$ cat src/rtl/bitplane_pkg.sv
// rtl/bitplane_pkg.sv - shared types and width/bit-select helpers for the bit-plane serializer
// Purpose: controller and frame-transmitter state enums, counter-width and plane-to-bit helpers.
// Ports: none (package).
package bitplane_pkg;

    // Transfer-level control: buffer load, frame loop, completion pulse.
    typedef enum logic [1:0] {
        ST_IDLE,
        ST_LOAD,
        ST_XFER,
        ST_FIN
    } ctrl_state_t;

    // Per-frame sequencing inside the transmitter.
    typedef enum logic [1:0] {
        FR_IDLE,
        FR_ADDR,
        FR_DATA,
        FR_GAP
    } frame_state_t;

    function automatic int plane_width(input int data_w);
        return $clog2(data_w);
    endfunction

    // One down-counter serves the address, data and gap phases, so it must hold the largest.
    function automatic int frame_cnt_width(input int depth, input int pw, input int gap);
        int m;
        m = depth;
        if (pw > m) m = pw;
        if (gap > m) m = gap;
        return $clog2(m + 1);
    endfunction

    function automatic int bit_sel(input int plane, input int data_w, input bit msb_first);
        return msb_first ? (data_w - 1 - plane) : plane;
    endfunction

endpackage

$ cat src/rtl/bitplane_frame_tx.sv
// rtl/bitplane_frame_tx.sv - emits one frame: plane address, one bit per stored word, idle gap
// Purpose: on i_start latches i_plane and drives ADDR (PW bits, MSB first), DATA (word DEPTH-1..0), GAP.
// Ports: clk, rst (async, active-high), i_start (begin frame next cycle), i_plane, i_words (word store),
//        o_end (combinational: current cycle is the last of the frame incl. gap), o_sen, o_sd (registered).
import bitplane_pkg::*;

module bitplane_frame_tx #(
    parameter int DATA_W    = 8,
    parameter int DEPTH     = 18,
    parameter int GAP       = 1,
    parameter bit MSB_FIRST = 1'b1
) (
    input  logic                           clk,
    input  logic                           rst,
    input  logic                           i_start,
    input  logic [plane_width(DATA_W)-1:0] i_plane,
    input  logic [DEPTH-1:0][DATA_W-1:0]   i_words,
    output logic                           o_end,
    output logic                           o_sen,
    output logic                           o_sd
);
    localparam int PW = plane_width(DATA_W);
    localparam int CW = frame_cnt_width(DEPTH, PW, GAP);
    localparam logic [CW-1:0] ADDR_LAST = CW'(PW - 1);
    localparam logic [CW-1:0] DATA_LAST = CW'(DEPTH - 1);
    localparam logic [CW-1:0] GAP_LAST  = CW'((GAP > 0) ? (GAP - 1) : 0);

    frame_state_t    r_state, w_state_n;
    logic [CW-1:0]   r_cnt, w_cnt_n;
    logic [PW-1:0]   r_plane, w_plane_n;
    logic            r_sen, r_sd, w_sen_n, w_sd_n, w_end;
    logic [DEPTH-1:0] w_col;

    always_ff @(posedge clk or posedge rst) begin
        if (rst) begin
            r_state <= FR_IDLE;
            r_cnt   <= '0;
            r_plane <= '0;
            r_sen   <= 1'b1;
            r_sd    <= 1'b0;
        end else begin
            r_state <= w_state_n;
            r_cnt   <= w_cnt_n;
            r_plane <= w_plane_n;
            r_sen   <= w_sen_n;
            r_sd    <= w_sd_n;
        end
    end

    // Counter runs down to 0 in every phase; the phase ends on 0.
    always_comb begin
        w_state_n = r_state;
        w_cnt_n   = r_cnt;
        w_plane_n = r_plane;
        w_end     = 1'b0;
        case (r_state)
            FR_ADDR: begin
                if (r_cnt == '0) begin
                    w_state_n = FR_DATA;
                    w_cnt_n   = DATA_LAST;
                end else begin
                    w_cnt_n = r_cnt - 1'b1;
                end
            end
            FR_DATA: begin
                if (r_cnt == '0) begin
                    if (GAP == 0) begin
                        w_end     = 1'b1;
                        w_state_n = FR_IDLE;
                    end else begin
                        w_state_n = FR_GAP;
                        w_cnt_n   = GAP_LAST;
                    end
                end else begin
                    w_cnt_n = r_cnt - 1'b1;
                end
            end
            FR_GAP: begin
                if (r_cnt == '0) begin
                    w_end     = 1'b1;
                    w_state_n = FR_IDLE;
                end else begin
                    w_cnt_n = r_cnt - 1'b1;
                end
            end
            default: ;
        endcase
        // A new frame may start on the last cycle of the previous one (back-to-back frames).
        if (i_start) begin
            w_state_n = FR_ADDR;
            w_cnt_n   = ADDR_LAST;
            w_plane_n = i_plane;
        end
    end

    // Column of the word store that the upcoming plane transmits.
    always_comb begin
        w_col = '0;
        for (int j = 0; j < DATA_W; j++) begin
            if (bit_sel(int'(w_plane_n), DATA_W, MSB_FIRST) == j) begin
                for (int i = 0; i < DEPTH; i++) begin
                    w_col[i] = i_words[i][j];
                end
            end
        end
    end

    // Outputs are computed from next state so the pins come straight from flops.
    always_comb begin
        w_sd_n  = 1'b0;
        w_sen_n = !((w_state_n == FR_ADDR) || (w_state_n == FR_DATA));
        if (w_state_n == FR_ADDR) begin
            for (int i = 0; i < PW; i++) begin
                if (w_cnt_n == CW'(i)) w_sd_n = w_plane_n[i];
            end
        end else if (w_state_n == FR_DATA) begin
            for (int i = 0; i < DEPTH; i++) begin
                if (w_cnt_n == CW'(i)) w_sd_n = w_col[i];
            end
        end
    end

    assign o_end = w_end;
    assign o_sen = r_sen;
    assign o_sd  = r_sd;

endmodule

$ cat src/rtl/bitplane_serializer.sv
// rtl/bitplane_serializer.sv - loads DEPTH words from a sync-read buffer and sends DATA_W bit-plane frames
// Purpose: start/busy/done handshake, buffer load, plane loop; frame bits come from bitplane_frame_tx.
// Ports: clk, rst (async, active-high), start, busy, done, rb_rw (always read), rb_a, rb_q (1-cycle latency),
//        sen (active-low frame enable), sd (serial data).
import bitplane_pkg::*;

module bitplane_serializer #(
    parameter int DATA_W    = 8,
    parameter int DEPTH     = 18,
    parameter int AW        = 5,
    parameter int GAP       = 1,
    parameter bit MSB_FIRST = 1'b1
) (
    input  logic              clk,
    input  logic              rst,
    input  logic              start,
    output logic              busy,
    output logic              done,
    output logic              rb_rw,
    output logic [AW-1:0]     rb_a,
    input  logic [DATA_W-1:0] rb_q,
    output logic              sen,
    output logic              sd
);
    localparam int PW = plane_width(DATA_W);
    localparam int LW = $clog2(DEPTH + 1);

    ctrl_state_t               r_state, w_state_n;
    logic [LW-1:0]             r_ld_cnt, w_ld_n;
    logic [PW-1:0]             r_plane, w_plane_n;
    logic [AW-1:0]             r_rb_a, w_rb_a_n;
    logic                      r_busy, r_done, r_rb_rw;
    logic                      w_frame_start, w_frame_end;
    logic [DEPTH-1:0][DATA_W-1:0] r_words;

    always_ff @(posedge clk or posedge rst) begin
        if (rst) begin
            r_state  <= ST_IDLE;
            r_ld_cnt <= '0;
            r_plane  <= '0;
            r_rb_a   <= '0;
            r_busy   <= 1'b0;
            r_done   <= 1'b0;
            r_rb_rw  <= 1'b1;
        end else begin
            r_state  <= w_state_n;
            r_ld_cnt <= w_ld_n;
            r_plane  <= w_plane_n;
            r_rb_a   <= w_rb_a_n;
            r_busy   <= (w_state_n == ST_LOAD) || (w_state_n == ST_XFER);
            r_done   <= (w_state_n == ST_FIN);
            r_rb_rw  <= 1'b1;
        end
    end

    // Load cycle k (k >= 1) sees the data for the address issued in cycle k-1.
    // The store is fully rewritten every transfer, so it needs no reset.
    always_ff @(posedge clk) begin
        for (int i = 0; i < DEPTH; i++) begin
            if ((r_state == ST_LOAD) && (r_ld_cnt == LW'(i + 1))) r_words[i] <= rb_q;
        end
    end

    always_comb begin
        w_state_n     = r_state;
        w_ld_n        = r_ld_cnt;
        w_plane_n     = r_plane;
        w_rb_a_n      = r_rb_a;
        w_frame_start = 1'b0;
        case (r_state)
            ST_IDLE: begin
                if (start) begin
                    w_state_n = ST_LOAD;
                    w_ld_n    = '0;
                    w_rb_a_n  = '0;
                end
            end
            ST_LOAD: begin
                if (r_ld_cnt == LW'(DEPTH)) begin
                    w_state_n     = ST_XFER;
                    w_plane_n     = '0;
                    w_rb_a_n      = '0;
                    w_frame_start = 1'b1;
                end else begin
                    w_ld_n   = r_ld_cnt + 1'b1;
                    w_rb_a_n = (w_ld_n < LW'(DEPTH)) ? AW'(w_ld_n) : '0;
                end
            end
            ST_XFER: begin
                if (w_frame_end) begin
                    if (r_plane == PW'(DATA_W - 1)) begin
                        w_state_n = ST_FIN;
                    end else begin
                        w_plane_n     = r_plane + 1'b1;
                        w_frame_start = 1'b1;
                    end
                end
            end
            ST_FIN: begin
                w_state_n = ST_IDLE;
            end
            default: w_state_n = ST_IDLE;
        endcase
    end

    bitplane_frame_tx #(
        .DATA_W    (DATA_W),
        .DEPTH     (DEPTH),
        .GAP       (GAP),
        .MSB_FIRST (MSB_FIRST)
    ) u_frame_tx (
        .clk     (clk),
        .rst     (rst),
        .i_start (w_frame_start),
        .i_plane (w_plane_n),
        .i_words (r_words),
        .o_end   (w_frame_end),
        .o_sen   (sen),
        .o_sd    (sd)
    );

    assign busy  = r_busy;
    assign done  = r_done;
    assign rb_rw = r_rb_rw;
    assign rb_a  = r_rb_a;

endmodule
$ cat config.mk
export PLATFORM = sky130hd
export DESIGN_NAME = bitplane_serializer
export DESIGN_NICKNAME = d
export VERILOG_FILES = /design/src/rtl/bitplane_pkg.sv /design/src/rtl/bitplane_frame_tx.sv /design/src/rtl/bitplane_serializer.sv
export SDC_FILE = /design/constraint.sdc
export NUM_CORES = 1
export LEC_CHECK = 0
export ABC_CLOCK_PERIOD_IN_PS = 10000
export CAP_MARGIN = 20
export CORE_ASPECT_RATIO = 0.8
export CORE_MARGIN = 10
export CORE_UTILIZATION = 60
export DETAILED_ROUTE_END_ITERATION = 8
export MAX_ROUTING_LAYER = met4
export PLACE_DENSITY = 0.82
export SETUP_SLACK_MARGIN = 0.02
export SLEW_MARGIN = 40
export SYNTH_ARGS = -nofsm -noshare
export SYNTH_HDL_FRONTEND = slang
export SYNTH_HIERARCHICAL = 1
export SYNTH_SLANG_ARGS = --single-unit
export TNS_END_PERCENT = 10
$ cat constraint.sdc
create_clock -name clk -period 10 [get_ports clk]
set_input_delay 1.5 -clock clk [delete_from_list [all_inputs] [get_ports clk]]
set_output_delay 1.5 -clock clk [all_outputs]
set_load 0.03 [all_outputs]
==> run metrics, run 1 <==
CTS Hold Bufs 0; CP endpoint kind register; Core Rows 37; die height approximately 120 µm; PortBufs 19; sequential cell area a little over 5000 µm²; share of layout cells above drive strength 1 12.3%; largest net degree at the start of global routing 47; # IOs 21; post_cts resized 0; setup ws final 4110 ps; maximum VDD drop roughly 0.21 mV; total of max-cap violations 0; Overflow after GRT 0; ys async rst share about 17%; TritonCTS Sinks roughly 170; H-tree levels 4; GRT Overall Usage approximately 22%; clk_lat worst skew 440 ps; Mean Syn Cell Area between 10 and 15 µm²; antenna violations before repair 1; Die W around 150 µm; Synth Instances approximately 620; Worst path slowest cell nor2b_4; fin crit period 5890 ps; synth top area cells edfxtp_1 55%, dfrtp_1 8.9%, nand2_1 3.3%, a21oi_1 2.5%, o21ai_0 2.4%; CP Data Required Time approximately 10000 ps; fin util between 60% and 70%; Core ar. approximately 13000 µm²; post-route ant nets 0; worst-margin pin slew 839 ps; min-delay worst type register to register; die outline area between 15000 and 20000 µm²; clock buffer count from CTS 17; Yosys top cell area share about 55%; Final HPWL DP ~12 mm; Setup crit start kind register; number of synthesized flops with an enable pin between 100 and 150; crit-path leading delay family simple AND/OR/NAND/NOR gates; critical path type register to register; CTS Root Cell clkbuf_16; CTS tree yes; Place WS 4080 ps; drt total wl around 19 mm; arrival time worst endpoint 6210 ps; Max Root-Sink Buffers 2; first-pass GRT wire length around 30 mm; Post-Route Setup TNS 0 ps; dpl cell area just over 8000 µm²; final net count ~660; Max Slew Vio Count 0; Leak 3.03 nW; Cell Chain, Critical Path inv_1, ha_1, nor4b_4, and3_2, a21boi_0, a21oi_1, nor2b_4, mux2i_4, inv_2, buf_4, nand2_1, nor2_1, a31oi_1, a21oi_1, a211oi_1, a31oi_1, a21boi_0, o41ai_1; area of the multi-input gates roughly 2600 µm²; Buf/Inv on CP 3; Synth Warn # 6; run status finished clean; Synth Flop Type edfxtp_1; relative slew slack a little over two fifths; cell taking the most area after synthesis edfxtp_1; # Post-CTS Setup Buffers 0; fillers roughly 900; register bit total from synthesis about 170; vias per cell 6.68; Final period util between 50% and 60%; clock-pin slew on the worst setup and hold paths 60 ps; unrepaired setup endpoints after global routing false; Critical Path Max Stage Delay roughly 580 ps; WL/cell ~24 µm; Final Hold Fails 0; Worst Skew slightly below 7 ps; # DRC 0; fmax around 0.17 GHz; synthesized cell area between 7000 and 8000 µm²; Worst Path Max Fanout 46; post-route cell area 8760 µm²; Pre-Repair DR Iteration Count 8; synthesized net count about 650; post-synthesis sequential area ratio between 60% and 70%; Netlist cell types a little under 80; GP Congestion between 1 and 1.5; P per Cell Area around 240 nW/µm²; Final setup viols 0; P&R area growth vs syn 11.0%; Starting Density 61.4%; routed via count about 5.5k; Starting DRT DRC Count approximately 900; vias in the first global route ~5.3k
==> worst min-delay path, stage by stage, from the launching register on <==
cell and delay, ps:
dfrtp_1 340, nand2_1 50, o31ai_1 60
==> cell usage in the layout, fill, tap and decap left out, types with 4 or more instances in the layout <==
cell type,netlist,final
edfxtp_1,144,144
and3_1,7,7
ha_1,15,15
mux2_2,5,5
a211oi_1,8,8
buf_2,13,6
nand2b_1,4,4
inv_1,23,23
a31oi_1,12,12
inv_2,4,4
o22ai_1,7,7
dfrtp_1,28,28
nand2_1,69,69
a221o_1,4,4
a21oi_1,40,40
xor2_1,4,4
nor2b_1,5,4
a311oi_1,4,4
clkbuf_16,0,17
nand3b_1,4,4
clkdlybuf4s50_1,0,13
o21ai_0,38,38
inv_6,0,4
nand3_1,15,15
o31ai_1,6,6
a32oi_1,4,4
nor2_1,41,40
mux2i_1,14,14
a221oi_1,5,5
==> state kept, by name, indices dropped and copies added, names as in the netlist <==
signal / cells
r_state: 2
u_frame_tx/r_state: 2
r_ld_cnt: 5
u_frame_tx/o_sd: 1
r_plane: 3
u_frame_tx/o_sen: 1
done: 1
r_words: 144
u_frame_tx/r_cnt: 5
u_frame_tx/r_plane: 3
busy: 1
rb_a: 5
==> where the power goes <==
group / switching, mW / internal [mW] / leakage (nW)
sequential: 0.0603 / 0.843 / 1.68
combinational: 0.328 / 0.187 / 1.08
clock: 0.276 / 0.368 / 0.272
total: 0.663 / 1.40 / 3.03
==> cell type report <==
cell class / count / area share, %
Clock buffer: 19 / 4.94
Tap cell: 175 / 2.50
Timing Repair Buffer: 24 / 2.43
Clock inverter: 12 / 1.56
Multi-Input combinational cell: 389 / 29.8
Inverter: 27 / 1.16
Sequential cell: 173 / 57.6
Antenna cell: 1 / 0.0286
==> routing by layer <==
layer	GRT usage [%]	up-vias	routed length, µm
met3	6.29	50	2210
li1	-	2399	-
met4	7.42	0	420
met2	33.5	381	9030
met1	29.1	2649	7640
met5	-	-	0
==> worst paths after layout <==
kind,cells after the start,startpoint,slack (ps),end
min reg2reg,2,rb_a[2],480,rb_a[2]
max reg2reg,18,u_frame_tx/r_cnt[0],4110,u_frame_tx/o_sd
max,18,u_frame_tx/r_cnt[0],4110,u_frame_tx/o_sd
min,2,rb_a[2],480,rb_a[2]
max in group asynchronous,2,rst,8110,r_ld_cnt[0]
min in group asynchronous,2,rst,1430,u_frame_tx/r_plane[1]
==> synthesized netlist by cell type, drive strengths merged, types with 5 or more instances <==
cell type	number
a31oi	12
a21oi	40
mux2i	17
and3	8
nand2	71
mux2	5
inv	27
o21ai	38
nor2b	5
edfxtp	144
ha	15
buf	22
nor3	6
a32oi	5
dfrtp	28
nand3	15
a221oi	5
a211oi	8
o31ai	6
o22ai	7
nor2	43
clkbuf	10
==> metrics by stage <==
stage | hold slack (ps) | cells | total power, mW
after floorplan | 484 | 621 | 1.26
after global placement | 461 | 786 | 1.38
after detailed placement | 474 | 787 | 1.41
after CTS | 488 | 818 | 2.05
after global routing | 497 | 820 | 2.14
final | 482 | 820 | 2.06
==> cells by family (layout without fill, tap and decap cells) <==
family          count (synthesis)  in the layout  share of synthesized area, %
mux                            25             25                          4.20
buf+inv                        59             82                          3.48
other cells                     1              2                        0.0475
compound gates                165            165                          14.1
flops                         173            173                          63.9
simple gates                  178            178                          11.3
fa+ha+maj                      15             15                          2.38
xor+xnor                        5              5                         0.554
Power figures use the tool's default switching activity.
==> run 2: changes to the inputs <==
- ABC_CLOCK_PERIOD_IN_PS: 10000 -> 5500
- clock period: 10 -> 5.5 ns (I/O delays scaled with it)
==> run 2 against run 1 <==
Core utilization is 0.17 points higher. Clock power is 75% higher. Critical path type unchanged. Via count is 0.82% lower. Register-to-register slack worse by 3700 ps.
==> run metrics, run 2 (synthesis results as in run 1) <==
Max Root-Sink Buffers 2 (unchanged); Starting DRT DRC Count 765 (was 895); P per Cell Area 422 nW/µm² (was 235 nW/µm²); fin util 68.3% (was 68.1%); non-filler cells in the finished layout 828 (was 820); clk_lat worst skew 430 ps (was 440 ps); GRT Overall Usage 22.2% (was 22.4%); critical path type register to register (unchanged); FF-to-FF setup slack 440 ps (was 4110 ps); FF-to-FF Start u_frame_tx/r_cnt[0] (unchanged); Die W 148 µm (unchanged); Max Slew Vio Count 0 (unchanged); dpl cell area 8240 µm² (was 8190 µm²); post-route ant nets 0 (unchanged); TritonCTS Sinks 173 (unchanged); # DRC 0 (unchanged); final net count 666 (was 658); Pre-Repair DR Iteration Count 6 (was 8); maximum VDD drop 0.326 mV (was 0.215 mV); post-route cell area 8790 µm² (was 8760 µm²); Setup crit start kind register (unchanged); unrepaired setup endpoints after global routing false (unchanged); WL/cell 23.1 µm (was 23.5 µm); clock buffer count from CTS 17 (unchanged); max reg flops 144 (unchanged); most frequent cells in the layout 144 x edfxtp_1, 69 x nand2_1, 40 x nor2_1, 40 x a21oi_1, 38 x o21ai_0 (unchanged); run status finished clean (unchanged); Leak 3.06 nW (was 3.03 nW); # IOs 21 (unchanged); first-pass GRT wire length 29.7 mm (was 30.2 mm); Final period util 92.1% (was 58.9%); Post-Route Setup TNS 0 ps (unchanged); commonest non-fill, non-tap cell in the layout edfxtp_1 (unchanged); fmax 0.197 GHz (was 0.170 GHz); Final setup viols 0 (unchanged); Hold EP rb_a[0] (was rb_a[2]); fillers 917 (was 899); drt total wl 19.1 mm (was 19.3 mm); R2R depth 17 (was 18); CP Data Required Time 5800 ps (was 10330 ps); antenna violations before repair 0 (was 1); total of max-cap violations 0 (unchanged); Final Hold Fails 0 (unchanged); worst-margin pin slew 874 ps (was 839 ps); relative slew slack 41.6% (was 44.0%); Overflow after GRT 0 (unchanged); clock-pin slew on the worst setup and hold paths 60 ps (about the same); area of the multi-input gates 2590 µm² (was 2610 µm²); WHS 479 ps (was 482 ps); CTS tree yes (unchanged); CTS Root Cell clkbuf_16 (unchanged); vias per cell 6.56 (was 6.68); GP Congestion 0.984 (was 1.00); arrival time worst endpoint 5360 ps (was 6210 ps); Core ar. 12900 µm² (unchanged); Worst Path Max Fanout 22 (was 46); CP endpoint kind register (unchanged); Starting Density 61.4% (unchanged); share of layout cells above drive strength 1 13.2% (was 12.3%); Final HPWL DP 12.5 mm (was 12.4 mm); die height 123 µm (unchanged); die outline area 18200 µm² (unchanged); hold wc startpoint rb_a[0] (was rb_a[2]); Placed Instances 796 (was 787); Worst R2R End u_frame_tx/o_sd (unchanged); P&R area growth vs syn 11.2% (was 11.0%); worst hold stages 2 (unchanged); diodes inserted 0 (was 1); largest net degree at the start of global routing 26 (was 47); PortBufs 19 (unchanged); routed via count 5434 (was 5479); Core Rows 37 (unchanged); vias in the first global route 5189 (was 5306); Top reg by flops r_words (unchanged); min-delay worst type register to register (unchanged); Worst Skew 11.7 ps (was 6.96 ps); fin crit period 5060 ps (was 5890 ps); H-tree levels 4 (unchanged); CTS Hold Bufs 0 (unchanged); sequential cell area 5050 µm² (unchanged)
run 2: repair_timing:
action | 4_1_cts | 5_1_grt
endpoints found under the setup margin | 0 | 1
resized for setup | 0 | 1
buffers inserted | 0 | 0
run 2: worst max-delay path, stage by stage, from the launching register on:
cell and delay [ps]:
dfrtp_1 420, inv_1 110, ha_1 220, nor4b_4 430
and3_2 290, a21boi_1 360, a21oi_1 140, nor2b_2 220
buf_4 310, mux2i_4 280, buf_4 330, nand2_1 170
nor2_1 450, a2111oi_0 220, o21ai_0 240, and3_1 200
a211oi_1 60, o41ai_1 470
run 2: per-stage QoR:
step	total power [mW]	worst slack, ps
detailed placement	2.57	468
CTS	3.69	427
global route	3.86	146
floorplan	2.29	1370
global placement	2.53	800
finish	3.71	435
run 2: routing by layer:
metal	part of all wire (%)	global-route usage, %
met3	10	5.92
met4	1.9	7.17
met2	46	33.3
met5	0	-
met1	42	29.0
run 2: worst max-delay path by stage:
| stage | from | end | slack [ps] | depth (start not counted) |
|---|---|---|---|---|
| global placement | u_frame_tx/r_cnt[0] | u_frame_tx/o_sd | 800 | 17 |
| detailed placement | u_frame_tx/r_cnt[0] | u_frame_tx/o_sd | 470 | 17 |
| global route | u_frame_tx/r_cnt[0] | u_frame_tx/o_sd | 150 | 19 |
| floorplan | u_frame_tx/r_cnt[0] | u_frame_tx/o_sd | 1370 | 19 |
| CTS | u_frame_tx/r_cnt[0] | u_frame_tx/o_sd | 430 | 17 |
| finish | u_frame_tx/r_cnt[0] | u_frame_tx/o_sd | 440 | 17 |
run 2: final cells by class:
class | instances | share of cell area, %
sequential | 173 | 57.5
multi-input combinational | 389 | 29.5
clock buffer | 25 | 5.77
timing repair buffer | 32 | 2.99
tap | 175 | 2.49
inverter | 27 | 1.15
clock inverter | 7 | 0.612
run 2: power by group:
group / internal, mW / switching [mW] / leakage, nW
registers: 1.53 / 0.110 / 1.68
logic: 0.341 / 0.595 / 1.11
clock network: 0.645 / 0.488 / 0.274
total: 2.52 / 1.19 / 3.06
==> run 3: changes to the inputs <==
- SKIP_CTS_REPAIR_TIMING: not set -> 1
==> results of run 3 <==
Final layout, timing and power as in run 2 (identical DEF).
